### src/rtl/deser_pkg.sv
// Shared constants and state encoding for the serial-to-parallel deserializer.
// DATA_W is the assembled word width, CNT_W the width of the held-bit counter,
// MIN_LEN the shortest partial word kept when DESER_MIN_LEN_EN is defined.
package deser_pkg;

    localparam int DATA_W  = 16;
    localparam int CNT_W   = 5;
    localparam int MIN_LEN = 3;

    typedef enum logic {
        IDLE    = 1'b0,
        COLLECT = 1'b1
    } state_t;

endpackage

### src/rtl/deserializer.sv
// Serial-to-parallel deserializer: collects MSB-first bits while data_val_i is
// high and emits left-aligned words of up to DATA_W bits with a valid-bit count.
// Full words are emitted as soon as the last bit arrives; a burst that ends
// early flushes its partial word.
// Optional build macro DESER_MIN_LEN_EN: when defined, partial words shorter
// than MIN_LEN bits are dropped without a pulse.
//
//   state   | meaning
//   --------+-------------------------------------------
//   IDLE    | no bits held, count 0
//   COLLECT | 1..DATA_W-1 bits held in the word register
module deserializer
    import deser_pkg::*;
#(
    parameter int DATA_W = deser_pkg::DATA_W
) (
    input  logic              clk_i,
    input  logic              srst_i,
    input  logic              data_i,
    input  logic              data_val_i,
    output logic [DATA_W-1:0] deser_data_o,
    output logic [CNT_W-1:0]  deser_data_mod_o,
    output logic              deser_data_val_o,
    output logic              busy_o
);

    state_t             state;
    logic [CNT_W-1:0]   cnt;
    logic [DATA_W-1:0]  word;
    logic               keep_partial;

    // Decide whether a partial word of the current length is worth emitting.
    always_comb begin
        keep_partial = 1'b1;
`ifdef DESER_MIN_LEN_EN
        keep_partial = (cnt >= CNT_W'(MIN_LEN));
`endif
    end

    // Word assembly, bit counting and output registers in one state machine.
    // Each bit is placed directly at its final left-aligned position, so a
    // partial flush needs no realignment and the unused low bits stay zero.
    always_ff @(posedge clk_i) begin
        if (srst_i) begin
            state            <= IDLE;
            cnt              <= '0;
            word             <= '0;
            deser_data_o     <= '0;
            deser_data_mod_o <= '0;
            deser_data_val_o <= 1'b0;
        end else begin
            deser_data_val_o <= 1'b0;
            case (state)
                IDLE: begin
                    if (data_val_i) begin
                        word  <= {data_i, {(DATA_W-1){1'b0}}};
                        cnt   <= CNT_W'(1);
                        state <= COLLECT;
                    end
                end
                COLLECT: begin
                    if (data_val_i) begin
                        if (cnt == CNT_W'(DATA_W - 1)) begin
                            deser_data_o     <= {word[DATA_W-1:1], data_i};
                            deser_data_mod_o <= CNT_W'(DATA_W);
                            deser_data_val_o <= 1'b1;
                            word             <= '0;
                            cnt              <= '0;
                            state            <= IDLE;
                        end else begin
                            word <= word | (DATA_W'(data_i) << (DATA_W - 1 - int'(cnt)));
                            cnt  <= cnt + CNT_W'(1);
                        end
                    end else begin
                        if (keep_partial) begin
                            deser_data_o     <= word;
                            deser_data_mod_o <= cnt;
                            deser_data_val_o <= 1'b1;
                        end
                        word  <= '0;
                        cnt   <= '0;
                        state <= IDLE;
                    end
                end
                default: begin
                    word  <= '0;
                    cnt   <= '0;
                    state <= IDLE;
                end
            endcase
        end
    end

    // A word is in progress exactly while the state register says COLLECT.
    assign busy_o = (state == COLLECT);

endmodule
### config.mk
export PLATFORM = sky130hd
export DESIGN_NAME = deserializer
export DESIGN_NICKNAME = d
export VERILOG_FILES = /design/src/rtl/deser_pkg.sv /design/src/rtl/deserializer.sv
export SDC_FILE = /design/constraint.sdc
export NUM_CORES = 1
export LEC_CHECK = 0
export CORE_ASPECT_RATIO = 0.5
export CORE_MARGIN = 1.5
export CORE_UTILIZATION = 40
export DETAILED_ROUTE_END_ITERATION = 12
export GPL_TIMING_DRIVEN = 0
export PLACE_DENSITY = 0.75
export SYNTH_ARGS = -nofsm -noshare
export SYNTH_HDL_FRONTEND = slang
export SYNTH_SLANG_ARGS = --single-unit
### constraint.sdc
create_clock -name clk_i -period 1.5 [get_ports clk_i]
set_clock_uncertainty 0.05 [all_clocks]
set_input_delay 0.15 -clock clk_i [delete_from_list [all_inputs] [get_ports clk_i]]
set_output_delay 0.15 -clock clk_i [all_outputs]
set_load 0.02 [all_outputs]
==> results of run 1 <==
[layout by cell type (no fill, tap or decap), types with 4 or more instances in the layout]
cell                              netlist  routed
sky130_fd_sc_hd__nand2_1               47      47
sky130_fd_sc_hd__dfxtp_1               44      41
sky130_fd_sc_hd__nand3_1               28      28
sky130_fd_sc_hd__clkdlybuf4s50_1        0      21
sky130_fd_sc_hd__mux2i_1               17      17
sky130_fd_sc_hd__a31oi_1               13      13
sky130_fd_sc_hd__buf_4                  2       9
sky130_fd_sc_hd__clkbuf_1               7       6
sky130_fd_sc_hd__clkbuf_8               0       6
sky130_fd_sc_hd__nor2_1                 5       5
sky130_fd_sc_hd__a21oi_1                5       5
sky130_fd_sc_hd__nor2b_1                4       4
sky130_fd_sc_hd__dlymetal6s2s_1         0       4
[metrics by stage]
| stage | hold WS, ps | total power, W |
|---|---|---|
| after floorplan | 273 | 0.00132 |
| after global placement | 393 | 0.00138 |
| after detailed placement | 402 | 0.00138 |
| after CTS | 413 | 0.00234 |
| after global routing | 425 | 0.00242 |
| final | 411 | 0.00234 |
[sequential cells by signal, indices dropped and copies added (netlist names)]
name and count:
deser_data_mod_o 5, word 16, busy_o 1, cnt 5, deser_data_val_o 1, deser_data_o 16
[cell families after synthesis]
logic type               count (synthesis)
AO/OA/AOI/OAI                           35
adder cells (fa/ha/maj)                  1
buffers and inverters                   22
flip-flops                              44
multiplexers                            17
AND/OR/NAND/NOR                        102
[path summary, 6_finish.rpt]
check	start	endpoint	slack (ps)
setup / recovery	data_val_i	deser_data_o[0]	20
hold / removal	deser_data_o[1]	deser_data_o[1]	410
setup reg to reg	cnt[1]	deser_data_mod_o[2]	40
hold reg to reg	deser_data_o[1]	deser_data_o[1]	410
[power by group through the flow]
stage                     registers (W)  logic (W)  clock network (W)
final                           0.00119   0.000184           0.000966
after global routing            0.00119   0.000198            0.00103
after CTS                       0.00119   0.000174           0.000984
after detailed placement        0.00122   0.000164                  0
after global placement          0.00121   0.000162                  0
after floorplan                 0.00122   0.000101                  0
[timing repair]
item | CTS | global route
hold buffers | 0 | 0
resized for setup | 8 | 12
setup endpoints to repair | 34 | 29
setup buffers | 3 | 4
hold endpoints to repair | 0 | 0
pin swaps | 2 | 2
[final cells by class]
| type | instances | share of cell area (%) |
|---|---|---|
| multi-input cells | 155 | 39.2 |
| clock inverters | 2 | 1.51 |
| flip-flops and latches | 44 | 34.6 |
| clock buffers | 6 | 3.22 |
| inverters | 4 | 0.585 |
| well taps | 66 | 3.22 |
| plain buffers | 18 | 4.73 |
| repair buffers | 33 | 13.0 |
[worst max-delay path, stage by stage]
cell and delay (ps):
sky130_fd_sc_hd__clkdlybuf4s50_1 570, sky130_fd_sc_hd__buf_4 250, sky130_fd_sc_hd__mux2i_1 350, sky130_fd_sc_hd__a2111oi_4 90, sky130_fd_sc_hd__a31o_2 220
[layer usage]
layer	wire length [um]	part of all wire (%)	GRT usage, %	vias up
met2	2180	45	28.9	74
met1	2180	45	26.4	863
met5	0	0	0	-
met4	58	1.2	7.31	0
met3	440	9.0	5.60	7
li1	-	-	-	868
==> metrics.cfg, run 1 <==
[power_and_ir_drop]
share_seq_of_total_power_pct=50.8
combPwrFrac_pct=7.9
total_switching_power_w=0.000546
p_int_w=0.00179
switching_share_pct=23.4
static-leakage-power_nw=0.981
ir_worst_vdd_uv=391
clockPowerShare_pct=41.3
pwr_density_cell_mw_per_mm2=910

[floorplan]
pin_count=27
die_height_um=52.5
dieArea_sq_mm=0.00535
start_util_pct=43.0
core_area_sq_mm=0.00455
core.rowCount=17
die-width_um=102

[synth]
synth.distinct_cells=39
synth.area.top_cells=sky130_fd_sc_hd__dfxtp_1 45%, sky130_fd_sc_hd__nand2_1 9.0%, sky130_fd_sc_hd__mux2i_1 8.7%, sky130_fd_sc_hd__nand3_1 7.2%, sky130_fd_sc_hd__a31oi_1 4.2%
largest_family_of_logic_cells_by_synthesized_area=simple AND/OR/NAND/NOR gates
synth_edf_count=0
synth_fa_ha_area_share_pct=0.639
post_synth.cell_area_avg_sq_um=8.85
synth-compound-area-share_pct=13.1
synth.cells.most_frequent=47 x sky130_fd_sc_hd__nand2_1, 44 x sky130_fd_sc_hd__dfxtp_1, 28 x sky130_fd_sc_hd__nand3_1
synthFlopType=sky130_fd_sc_hd__dfxtp_1
yosys.cell_count.top_type=sky130_fd_sc_hd__nand2_1
synth.cell_area_sq_mm=0.00196
synth_xor_area_share_pct=0
synthSimpleGateAreaFrac_pct=26.5
async_reset_ff_share_pct=0
ys_ff_latch=44
synth_top_area_cell=sky130_fd_sc_hd__dfxtp_1
netlist.area_leader.share_pct=45.0
yosys_warnings=0
yosys-mux-area-fraction_pct=8.70
synth.yosys.seq_area_share_pct=45.0
synthesis.instances=221
synthesis.nets=226

[critical_path]
startpoint_type=input port
cp.arrival_ps=1640
kind_of_critical_path=in2reg
worst_ep_required_time_ps=1660
worst_r2r_path_depth=5
sort_of_element_at_the_end_of_the_critical_path=flip-flop
worstPathMaxFanout=10

[final_layout]
register_area_sq_um=887
n_antenna_cell=0
multi_input_comb_area_sq_mm=0.00101
layoutNonFillerInstCount=328
layout-area-overhead-vs-synth_pct=31.2
final_core_utilization_pct=56.4
post_route_cells_drive_above_1_share_pct=16.4
final_nets=266
fill_cells=404
final_area_sq_mm=0.00257

[placement]
place.gp.congestion=0.934
place.detailed.hpwl_mm=3.29
preCtsSetupSlack_ps=-410
port-buffer-count=26
detailed_place.area_sq_mm=0.00231
place.detailed.instances=313

[cts]
cts_buffer_depth=2
clk_transition_reported_paths_ps=90
clock_tree.htree_level_count=2
numClockSinks=44
total_clock_buffers_created_by_cts=5
worst_skew_pair.late_latency_ps=300
cts_root_buf=sky130_fd_sc_hd__clkbuf_8
tritoncts=yes

[detailed_routing]
drcViolationCount=0
antenna_left=0
via_count_of_the_routed_design=1812
totalWireLength_mm=4.87
routed_via_density=5.52
dr.pass1.iters=4
drt_iter0_drc=156
avgRoutedWirePerCell_um=14.8

[timing]
grt_setup_unrepaired=true
final_max_slew_viol_count=0
max_slew.worst_pin.slew_ps=533
max_freq_ghz=0.675
setup_viol=0
final.min_clock_period_ps=1480
fin_setup_tns_ps=0
timing.max_slew.rel_slack_pct=64.4
hold_vio_cnt_final=0
layout_worst_path_cycle_share_pct=98.8
postLayoutSetupSlackWorst_ps=17.9

[global_routing]
pin_count_of_the_biggest_net_entering_global_routing=15
grt_pass1_vias=1590
grt_antenna_before_repair=0
grt_util_all_layers_pct=19.3
grt_first_pass_wirelength_mm=7.71
globalRoute.totalOverflow=0

[hold_path]
hold-path-cell-count=2
hold_class=reg2reg

[flow_run]
drv.max_cap_violation_count=0

[status]
status=finished, final reports clean

(Power assumes the default switching activity.)
==> inputs of run 2 (changes only) <==
- CELL_PAD_IN_SITES_DETAIL_PLACEMENT: not set -> 0
- CELL_PAD_IN_SITES_GLOBAL_PLACEMENT: not set -> 1
- CORE_UTILIZATION: 40 -> 37
- PLACE_DENSITY: 0.75 -> 0.86
==> metrics.cfg, run 2 (synthesis results as in run 1) <==
[detailed_routing]
routed_via_density=5.33
avgRoutedWirePerCell_um=14.3
dr.pass1.iters=4
via_count_of_the_routed_design=1765
drcViolationCount=0
antenna_left=0
totalWireLength_mm=4.75
drt_iter0_drc=111

[global_routing]
grt_antenna_before_repair=0
grt_util_all_layers_pct=17.9
grt_first_pass_wirelength_mm=7.71
globalRoute.totalOverflow=0
grt_pass1_vias=1564
pin_count_of_the_biggest_net_entering_global_routing=14

[critical_path]
sort_of_element_at_the_end_of_the_critical_path=flip-flop
worst_r2r_path_depth=5
worst_ep_required_time_ps=1640
kind_of_critical_path=reg2reg
startpoint_type=flip-flop
ff2ff_setup_slack_ps=50
worstPathMaxFanout=10
cp.arrival_ps=1590

[final_layout]
fill_cells=483
layoutNonFillerInstCount=331
final_area_sq_mm=0.00253
n_antenna_cell=0
layout-area-overhead-vs-synth_pct=29.1
layout_common_cells=47 x sky130_fd_sc_hd__nand2_1, 41 x sky130_fd_sc_hd__dfxtp_1, 28 x sky130_fd_sc_hd__nand3_1, 23 x sky130_fd_sc_hd__clkdlybuf4s50_1, 17 x sky130_fd_sc_hd__mux2i_1
largest_registers=deser_data_o: 16 flops, word: 16 flops
layout_commonest_cell=sky130_fd_sc_hd__nand2_1
post_route_cells_drive_above_1_share_pct=16.1
final_nets=265

[timing]
timing.max_slew.rel_slack_pct=61.8
final.min_clock_period_ps=1450
max_freq_ghz=0.691
hold_vio_cnt_final=0
fin_setup_tns_ps=0
layout_worst_path_cycle_share_pct=96.5
final_max_slew_viol_count=0
hold_ws_ps=354
max_slew.worst_pin.slew_ps=573
grt_setup_unrepaired=false
setup_viol=0

[cts]
tritoncts=yes
cts_root_buf=sky130_fd_sc_hd__clkbuf_8
numClockSinks=44
cts_buffer_depth=2
total_clock_buffers_created_by_cts=5
worst_skew_pair.late_latency_ps=300
clock_tree.htree_level_count=2
postCtsHoldBufs=0
clk_transition_reported_paths_ps=80

[flow_run]
drv.max_cap_violation_count=0

[floorplan]
dieArea_sq_mm=0.00576
core_area_sq_mm=0.00500
pin_count=27
start_util_pct=39.1
die_height_um=54.4
core.rowCount=18
die-width_um=106

[placement]
place.gp.congestion=0.881
detailed_place.area_sq_mm=0.00232
place.detailed.instances=317
port-buffer-count=26
place.detailed.hpwl_mm=3.28

[status]
status=finished, final reports clean

[hold_path]
hold-path-cell-count=3
hold_class=in2reg

[power_and_ir_drop]
total_power_w=0.00215
pwr_density_cell_mw_per_mm2=850
static-leakage-power_nw=0.908
ir_worst_vdd_uv=335

## run 2: worst max-delay path, stage by stage, from the launching register on
cell and delay [ps]:
sky130_fd_sc_hd__dfxtp_1 310, sky130_fd_sc_hd__buf_6 140, sky130_fd_sc_hd__nand4b_4 200, sky130_fd_sc_hd__buf_8 170
sky130_fd_sc_hd__a21o_4 220, sky130_fd_sc_hd__a32o_1 250
## run 2: area by class of cell
cell class | count | area, sq um | area share [%]
multi-input cells | 155 | 1010 | 40.1
plain buffers | 18 | 119 | 4.71
flip-flops and latches | 44 | 890 | 35.2
inverters | 4 | 15.0 | 0.594
repair buffers | 32 | 309 | 12.2
clock buffers | 7 | 86.3 | 3.42
clock inverters | 1 | 7.51 | 0.297
well taps | 70 | 87.6 | 3.47
## run 2: what timing repair did
item                                   CTS  global route
pin swaps                                1             4
buffers inserted                         3             3
resized for setup                        9            14
setup endpoints to repair               34            21
endpoints found under the hold margin    0             0
## run 2: metrics by stage
step | util (%) | setup WS, ps
floorplan | - | 33.8
global placement | 46.4 | -348
detailed placement | 46.4 | -388
CTS | 49.2 | 11.1
global route | 50.5 | 4.51
finish | 50.5 | 52.6
## run 2: where the power goes
part	switching (W)	internal, W	leakage, nW
registers	0.00000989	0.00118	0.357
logic	0.000114	0.0000667	0.506
clock network	0.000406	0.000375	0.0445
## run 2: final timing paths
check                                           end             start
worst max-delay path            deser_data_mod_o[2]            cnt[4]
worst min-delay path                         busy_o        data_val_i
worst max register to register  deser_data_mod_o[2]            cnt[4]
worst min register to register     deser_data_o[12]  deser_data_o[12]
## run 2: layer usage
metal / GRT usage [%] / vias up / routed length, um
met5: 0 / - / 0
met2: 28.1 / 50 / 2000
li1: - / 865 / -
met1: 24.0 / 839 / 2380
met4: 7.66 / 0 / 123
met3: 4.17 / 11 / 237
==> inputs of run 3 (changes only) <==
- SKIP_LAST_GASP: not set -> 1
==> metrics.cfg, run 3 (synthesis results as in run 1) <==
[status]
status=finished, final reports clean

[global_routing]
grt_antenna_before_repair=0
pin_count_of_the_biggest_net_entering_global_routing=14
globalRoute.totalOverflow=0
grt_util_all_layers_pct=17.8
grt_first_pass_wirelength_mm=7.66
grt_pass1_vias=1554

[hold_path]
hold_class=in2reg

[detailed_routing]
totalWireLength_mm=4.74
avgRoutedWirePerCell_um=14.3
via_count_of_the_routed_design=1766
routed_via_density=5.34
dr.pass1.iters=4
antenna_left=0
drcViolationCount=0
drt_iter0_drc=123

[critical_path]
kind_of_critical_path=reg2reg
r2r_start=cnt[4]
crit-reg2reg-capture=deser_data_mod_o[2]
worst_ep_required_time_ps=1640
worst_r2r_path_depth=5
worstSetupEndpoint=deser_data_mod_o[2]
startpoint=cnt[4]
cp.arrival_ps=1580
sort_of_element_at_the_end_of_the_critical_path=flip-flop
startpoint_type=flip-flop
ff2ff_setup_slack_ps=50
worstPathMaxFanout=10

[final_layout]
fill_cells=483
n_antenna_cell=0
final_nets=265
layout_commonest_cell=sky130_fd_sc_hd__nand2_1
final_area_sq_mm=0.00253
layout_common_cells=47 x sky130_fd_sc_hd__nand2_1, 41 x sky130_fd_sc_hd__dfxtp_1, 28 x sky130_fd_sc_hd__nand3_1, 23 x sky130_fd_sc_hd__clkdlybuf4s50_1, 17 x sky130_fd_sc_hd__mux2i_1
layout-area-overhead-vs-synth_pct=29.1
post_route_cells_drive_above_1_share_pct=16.1
largest_registers=deser_data_o: 16 flops, word: 16 flops
final_core_utilization_pct=50.5

[placement]
port-buffer-count=26
detailed_place.area_sq_mm=0.00232
place.gp.congestion=0.881
place.detailed.hpwl_mm=3.28

[cts]
postCtsHoldBufs=0
clock_tree.htree_level_count=2
worst_skew_pair.late_latency_ps=290
tritoncts=yes
cts_buffer_depth=2
numClockSinks=44
clk_transition_reported_paths_ps=80
total_clock_buffers_created_by_cts=5
cts_root_buf=sky130_fd_sc_hd__clkbuf_8

[timing]
hold_vio_cnt_final=0
layout_worst_path_cycle_share_pct=96.3
grt_setup_unrepaired=false
final_max_slew_viol_count=0
setup_viol=0
final.min_clock_period_ps=1450
max_freq_ghz=0.692
max_slew.worst_pin.slew_ps=573
timing.max_slew.rel_slack_pct=61.8

[power_and_ir_drop]
pwr_density_cell_mw_per_mm2=849
static-leakage-power_nw=0.908
ir_worst_vdd_uv=334

[floorplan]
pin_count=27
start_util_pct=39.1
die_height_um=54.4
dieArea_sq_mm=0.00576
die-width_um=106
core_area_sq_mm=0.00500
core.rowCount=18

[flow_run]
drv.max_cap_violation_count=0

[run 3: worst min path at each step]
stage / startpoint / end / slack, ps / cells after the start
4_1_cts: deser_data_o[3] / deser_data_o[3] / 410 / 2
3_5_place_dp: deser_data_o[11] / deser_data_o[11] / 400 / 2
3_3_place_gp: deser_data_o[7] / deser_data_o[7] / 390 / 2
2_1_floorplan: data_i / word[8] / 270 / 2
5_1_grt: data_val_i / busy_o / 360 / 3
6_report: data_val_i / busy_o / 350 / 3
[run 3: per-stage QoR]
| stage | instances | setup TNS (ps) | power [W] | setup WS [ps] | hold slack, ps |
|---|---|---|---|---|---|
| final | 331 | 0 | 0.00214 | 54.9 | 354 |
| after global routing | 331 | 0 | 0.00223 | 4.51 | 361 |
| after CTS | 328 | -18.1 | 0.00217 | -11.4 | 411 |
| after detailed placement | 317 | -10840 | 0.00138 | -388 | 395 |
| after global placement | 317 | -9870 | 0.00138 | -348 | 393 |
| after floorplan | 221 | 0 | 0.00132 | 33.8 | 273 |
[run 3: cell type report]
cell class	instances	area [sq um]	share of cell area, %
multi-input cells	155	1010	40.1
flip-flops and latches	44	890	35.2
repair buffers	32	309	12.2
plain buffers	18	119	4.71
well taps	70	87.6	3.47
clock buffers	7	86.3	3.42
inverters	4	15.0	0.594
clock inverters	1	7.51	0.297
[run 3: worst max-delay path, stage by stage (launching register included)]
cell and delay [ps]:
sky130_fd_sc_hd__dfxtp_1 310, sky130_fd_sc_hd__buf_6 140, sky130_fd_sc_hd__nand4b_4 200, sky130_fd_sc_hd__buf_8 170
sky130_fd_sc_hd__a21o_4 220, sky130_fd_sc_hd__a32o_1 250
[run 3: power breakdown]
part	leakage (nW)	internal, W	switching [W]
sequential	0.357	0.00118	0.00000986
combinational	0.506	0.0000667	0.000114
clock	0.0445	0.000375	0.000404
total	0.908	0.00162	0.000527
[run 3: layer usage]
layer	part of all wire (%)	routed length, um	up-vias	GRT usage, %
met5	0	0	-	0
met4	2.4	113	0	7.43
met3	5.5	261	9	4.17
met2	43	2030	56	28.2
met1	49	2340	835	23.8
li1	-	-	866	-
[run 3: timing repair]
action                                 CTS  global route
gates resized for setup                  8            15
setup endpoints to repair               34            21
setup buffers                            3             3
pin swaps                                1             4
endpoints found under the hold margin    0             0
